===== src/rtl/io_in_debounce.sv =====
// Pad input conditioner: synchronizer, debounce FSM, edge pulses and a sticky edge flag.
// Define IO_DEBOUNCE_SYNC3_EN for a 3-flop synchronizer (one extra cycle of latency).
module io_in_debounce #(
    parameter int DB_CNT_W = 8
) (
    input  logic                mclk,
    input  logic                puc_rst,
    input  logic                pad_din,
    input  logic                db_en,
    input  logic [DB_CNT_W-1:0] db_limit,
    input  logic                irq_edge_sel,
    input  logic                irq_clr,
    output logic                dout,
    output logic                rise_p,
    output logic                fall_p,
    output logic                irq_flag,
    output logic                busy
);

`ifdef IO_DEBOUNCE_SYNC3_EN
    localparam int SYNC_N = 3;
`else
    localparam int SYNC_N = 2;
`endif

    localparam logic [DB_CNT_W-1:0] CNT_ZERO = {DB_CNT_W{1'b0}};
    localparam logic [DB_CNT_W-1:0] CNT_ONE  = {{(DB_CNT_W-1){1'b0}}, 1'b1};

    typedef enum logic [0:0] {
        S_IDLE  = 1'b0,
        S_COUNT = 1'b1
    } state_t;

    logic [SYNC_N-1:0]   sync_ff_q;
    logic                sync_q;
    state_t              state_q,  state_d;
    logic [DB_CNT_W-1:0] cnt_q,    cnt_d;
    logic                dout_q,   dout_d;
    logic                rise_q,   rise_d;
    logic                fall_q,   fall_d;
    logic                irq_q,    irq_d;
    logic                busy_q,   busy_d;

    assign sync_q = sync_ff_q[SYNC_N-1];

    // Metastability synchronizer for the asynchronous pad level.
    always_ff @(posedge mclk) begin
        if (puc_rst) begin
            sync_ff_q <= {SYNC_N{1'b0}};
        end else begin
            sync_ff_q <= {sync_ff_q[SYNC_N-2:0], pad_din};
        end
    end

    // Debounce FSM next state; cnt stops at db_limit so it can never wrap.
    always_comb begin
        state_d = state_q;
        cnt_d   = cnt_q;
        dout_d  = dout_q;
        if (!db_en) begin
            dout_d  = sync_q;
            state_d = S_IDLE;
            cnt_d   = CNT_ZERO;
        end else begin
            case (state_q)
                S_IDLE: begin
                    if (sync_q != dout_q) begin
                        if (db_limit == CNT_ZERO) begin
                            dout_d = ~dout_q;
                        end else begin
                            state_d = S_COUNT;
                            cnt_d   = CNT_ONE;
                        end
                    end else begin
                        cnt_d = CNT_ZERO;
                    end
                end
                S_COUNT: begin
                    if (sync_q == dout_q) begin
                        state_d = S_IDLE;
                        cnt_d   = CNT_ZERO;
                    end else if (cnt_q >= db_limit) begin
                        dout_d  = ~dout_q;
                        state_d = S_IDLE;
                        cnt_d   = CNT_ZERO;
                    end else begin
                        cnt_d = cnt_q + CNT_ONE;
                    end
                end
                default: begin
                    state_d = S_IDLE;
                    cnt_d   = CNT_ZERO;
                end
            endcase
        end
    end

    // Edge pulses track the dout transition; the flag is set from the pulse one cycle later.
    always_comb begin
        rise_d = dout_d & ~dout_q;
        fall_d = ~dout_d & dout_q;
        busy_d = (state_d == S_COUNT);
        if (irq_edge_sel ? fall_q : rise_q) begin
            irq_d = 1'b1;
        end else if (irq_clr) begin
            irq_d = 1'b0;
        end else begin
            irq_d = irq_q;
        end
    end

    // State and output registers.
    always_ff @(posedge mclk) begin
        if (puc_rst) begin
            state_q <= S_IDLE;
            cnt_q   <= CNT_ZERO;
            dout_q  <= 1'b0;
            rise_q  <= 1'b0;
            fall_q  <= 1'b0;
            irq_q   <= 1'b0;
            busy_q  <= 1'b0;
        end else begin
            state_q <= state_d;
            cnt_q   <= cnt_d;
            dout_q  <= dout_d;
            rise_q  <= rise_d;
            fall_q  <= fall_d;
            irq_q   <= irq_d;
            busy_q  <= busy_d;
        end
    end

    assign dout     = dout_q;
    assign rise_p   = rise_q;
    assign fall_p   = fall_q;
    assign irq_flag = irq_q;
    assign busy     = busy_q;

endmodule


===== config.mk =====
export PLATFORM = sky130hd
export DESIGN_NAME = io_in_debounce
export DESIGN_NICKNAME = d
export VERILOG_FILES = /design/src/rtl/io_in_debounce.sv
export SDC_FILE = /design/constraint.sdc
export NUM_CORES = 1
export LEC_CHECK = 0
export ABC_CLOCK_PERIOD_IN_PS = 1700
export BUFFER_PORTS_ARGS = -buffer_cell sky130_fd_sc_hd__buf_2
export CAP_MARGIN = 10
export CORE_ASPECT_RATIO = 0.8
export CORE_MARGIN = 1
export CORE_UTILIZATION = 45
export DETAILED_ROUTE_END_ITERATION = 7
export PLACE_DENSITY = 0.77
export SYNTH_ARGS = -nofsm -noshare
export SYNTH_HDL_FRONTEND = slang
export SYNTH_SLANG_ARGS = --single-unit

===== constraint.sdc =====
create_clock -name mclk -period 1.7 [get_ports mclk]
set_input_delay 0.085 -clock mclk [delete_from_list [all_inputs] [get_ports mclk]]
set_output_delay 0.085 -clock mclk [all_outputs]
set_load 0.1 [all_outputs]

After elaboration in Yosys (flattened, before gate mapping). Index checks and enable logic that the tools add are counted.

Register bits: 15. Input bits: 14. Output and inout bits: 5. Word-level logic and storage cells: 40.

Add/sub/neg operators: 1. Magnitude comparators: 1. Equal/unequal tests: 3. Mux-type cells: 19. Bitwise logic cells: 6. Reduce and logical (&&, ||, !) cells: 3.

Operators with widths (count): $mux W8 (4); $pmux W8 S2 (1); $mux W1 (12); $add A8 B1 Y8 const B (1); $ge A8 B8 Y1 (1); $logic_not A8 Y1 (1); $not A1 Y1 (4); $pmux W1 S2 (2); $ne A3 B3 Y1 const B (1); $and A1 B1 Y1 (2); $reduce_bool A2 Y1 (1); $reduce_or A2 Y1 (1); $eq A1 B1 Y1 (1); $ne A1 B1 Y1 (1).

Longest topological paths before layout.
Depth in word-level cells: 7. Mapped depth: 8.

Worst setup path before layout. No wires, ideal clock.

Path kind: register to register. Start: reg dout_q, in the netlist dout. End: reg cnt_q[1]. Library setup time: 0.126 ns. Arrival: 1.892 ns. Data required time: 1.574 ns. Path slack: -0.318 ns. Cell stages (with the launch flop): 7. Cells stage by stage: dfxtp_1 > xor2_2 > and2b_1 > and3_1 > buf_6 > a32oi_1 > nor2_1.

Cells in the longest elaborated chain, start to end: 3. Elaborated cells between the ends (all ways): 6. Those cells by class: eq/ne: 3; mux: 3.

RTL lines: start: declaration (line 38) `logic dout_q, dout_d;`; start signal: assignment (line 125) `dout_q <= dout_d;`; $eq A1 B1 Y1 or $ne A1 B1 Y1 (tied branches) (line 79, 67); $mux W8 (on tied branches) (line 79, 67); $pmux W8 S2 (line 65) `case (state_q)`; end signal: assignment (line 124) `cnt_q <= cnt_d;`; end: declaration (line 37) `logic [DB_CNT_W-1:0] cnt_q, cnt_d;`.

Parallel ways exist; a longest one is shown, timed or not. A chain may end at the register's enable or synchronous reset.

Worst setup path after layout.
Start: reg cnt_q[0]. End: reg dout_q, in the netlist dout.

Cells in the longest elaborated chain, start to end: 5.

RTL lines: $ge A8 B8 Y1 (line 82) `end else if (cnt_q >= db_limit) begin`; $mux W1 (line 82); $mux W1 (line 79) `if (sync_q == dout_q) begin`; $pmux W1 S2 (line 65); $mux W1 (line 60) `if (!db_en) begin`.

No other way between the ends.

==> run_results.csv <==
group,metric,value,unit
timing,finalHoldViolCount,0,
cts,insertion_delay,290,ps
run_status,failed_checks,"setup timing",
hold_path,hp-class,"in2reg",
critical_path,cp.required,1910,ps
cts,postCtsSetupBuffers,0,
power,vdd_ir_drop_max,0.000480,V
yosys,synthCells,107,
yosys,synth_nets,130,
timing,finalWorstSetupSlack,-27.5,ps
route,routed_via_density,5.82,
power,leakage,0.000537,µW
timing,holdWs,34.4,ps
route,wirelength,2340,µm
placement,hpwl,1560,µm
power,p_per_area,560,nW/µm²
grt,grt_pass1_wl,4050,µm
yosys,synth_cell_types,33,
route,drc,0,
finish,n_antenna_cell,0,
critical_path,cp.arrival,1940,ps
critical_path,start_kind,"flop",
route,routedWlPerCell,14.6,µm
critical_path,r2r_start,"cnt_q[0]$_SDFFE_PP0P_",
timing,post-route-period-util,102,%
finish,final_area,1220,µm²
cts,clkTransAtPathRegs,90,ps
placement,gp_congestion,0.827,
grt,grt_start_max_net_pins,15,
timing,clock.fmax,579,MHz
grt,gr-total-overflow,0,
placement,dp_cells,154,
die,ios,19,
die,start_util,48.2,%
finish,fin_nets,160,
critical_path,setup.worst_path.class,"reg2reg",
die,fp-row-count,14,
yosys,avgSynthCellArea,8.61,µm²
critical_path,cp-startpoint,"cnt_q[0]$_SDFFE_PP0P_",
yosys,synth-seq-cells,15,
cts,h-tree-depth,1,
die,core,1910,µm²
cts,cts_buffer_depth,2,
yosys,dominantRegCellSynth,"dfxtp_1",
cts,cts_buffers,3,
hold_path,worstHoldStart,"puc_rst",
critical_path,path_cells,"inv_2 > ha_4 > nand2b_4 > a31oi_4 > o311a_4 > a21oi_4 > mux2i_1",
critical_path,critical_path_buf_inv_count,1,
route,num_vias,931,
critical_path,crit_family,"compound AO/OA/AOI/OAI gates",
finish,area_growth,32.5,%
timing,rsz0062_at_grt,"true",
timing,worstMarginPinSlew,487,ps
critical_path,crit_path_end_kind,"flop",
yosys,yosys_warnings,0,
grt,antenna_found_initial,0,
critical_path,slowest_delay,430,ps
placement,place_area,1080,µm²
timing,setup_viol,4,
route,postRouteAntennaNets,0,
finish,fin_cells,160,
timing,finClkSkew,8.50,ps
cts,cts.sink_count,15,
yosys,synthArstFlopShare,0,%
cts,cts_tree,"yes",
yosys,synth_area,921,µm²
die,die_area,2230,µm²
route,drt-pass1-iter-count,4,
die,dieHeight,42.5,µm
grt,first_global_vias,884,
job,max_cap_viol_count,0,
grt,track_usage,24.7,%
critical_path,slowest_stage,"o311a_4",
timing,max_slew_margin,67.8,%
cts,clockRootBuffer,"clkbuf_4",
run_status,status,"finished, violations left",
timing,min_period,1730,ps
die,die_w,52.6,µm
yosys,synth_edf_count,0,
critical_path,worstPathMaxFanout,8,
route,drt-initial-drc-count,37,
placement,io_buffer_count,18,
finish,drive_gt1_share,33.8,%
yosys,ys_seq_area_share,32.6,%
timing,finalMaxSlewViolations,0,
## routing by layer
layer  vias to the layer above  track usage [%]  share of wire [%]
met4                         0             8.95                1.2
li1                        456                -                  -
met3                         6             5.07                5.0
met1                       434             32.0                 44
met2                        35             40.0                 50
met5                         -                0                  0
## cell families (layout without fill, tap and decap cells)
family,count (synthesis),count (layout),share of synthesized area (%)
compound gates,19,20,14.5
fa+ha+maj,9,9,12.2
mux,2,2,2.17
flops,15,15,32.6
buf+inv,12,40,6.66
simple gates,49,49,30.0
xor+xnor,1,1,1.77
## power breakdown
| part | switching, µW | leakage [µW] | internal (µW) |
|---|---|---|---|
| logic | 66.4 | 0.000398 | 47.0 |
| registers | 4.05 | 0.000124 | 356 |
| clock network | 118 | 0.0000150 | 91.3 |
## placed cells by master, fill, tap and decap left out, types with 3 or more instances in the layout
cell,count
nor2b_1,3
nand2b_1,3
dfxtp_1,9
nand4_1,5
nand2_1,10
a31oi_1,5
dfxtp_2,6
buf_2,18
ha_4,3
buf_4,9
inv_1,7
clkbuf_4,3
ha_1,6
a21oi_1,3
nor2_1,7
nand3_1,7
## registers in the layout (all words and copies together), names as in the netlist
| signal | count |
|---|---|
| dout | 1 |
| rise_p | 1 |
| busy | 1 |
| irq_flag | 1 |
| sync_ff_q | 2 |
| fall_p | 1 |
| cnt_q | 8 |
## synth_stat cells (2+ instances only)
cell type  number  share of area, %
a31oi_1         6               4.1
o211ai_1        2               1.6
nor2_1          7               2.9
nor4_1          2               1.4
nor2b_1         3               2.0
a211o_1         2               1.9
mux2i_1         2               2.2
dfxtp_1        15                33
buf_6           2               2.4
nand3_1         7               3.8
nand2b_1        4               2.7
a21oi_1         3               1.6
or2_1           2               1.4
nand4b_1        2               1.9
ha_1            9                12
and4bb_1        2               2.7
nand2_1        10               4.1
nand4_1         5               3.4
inv_1           8               3.3
## worst paths after layout
| kind | cells after the start | endpoint | slack, ps |
|---|---|---|---|
| setup / recovery | 7 | dout$_SDFF_PP0_ | -30 |
| hold / removal | 2 | irq_flag$_SDFFE_PP0P_ | 30 |
| setup reg to reg | 7 | dout$_SDFF_PP0_ | -30 |
| hold reg to reg | 1 | sync_ff_q[1]$_SDFF_PP0_ | 450 |
## metrics by stage
step | TNS (ps) | total power, µW | util [%] | setup slack, ps
6_report | -85.4 | 683 | 63.9 | -27.5
5_1_grt | -392 | 715 | 63.9 | -67.6
4_1_cts | 0 | 674 | 62.1 | 8.00
3_5_place_dp | -687 | 457 | 56.6 | -115
3_3_place_gp | -276 | 453 | 56.6 | -69.9
2_1_floorplan | 0 | 426 | - | 20.6
## cell type report
cell class,instances,area (µm²)
clock buffer,4,26.3
inverter,8,30.0
fill,154,689
sequential,15,308
tap,24,30.0
multi-input combinational,81,658
timing repair buffer,28,168
## what timing repair did
item | in CTS | in global routing
pin swaps | 5 | 10
gates resized for setup | 9 | 5
gates cloned | 1 | 0
hold buffers | 0 | 1
endpoints found under the hold margin | 0 | 1
endpoints found under the setup margin | 11 | 12
Power figures use the tool's default switching activity.
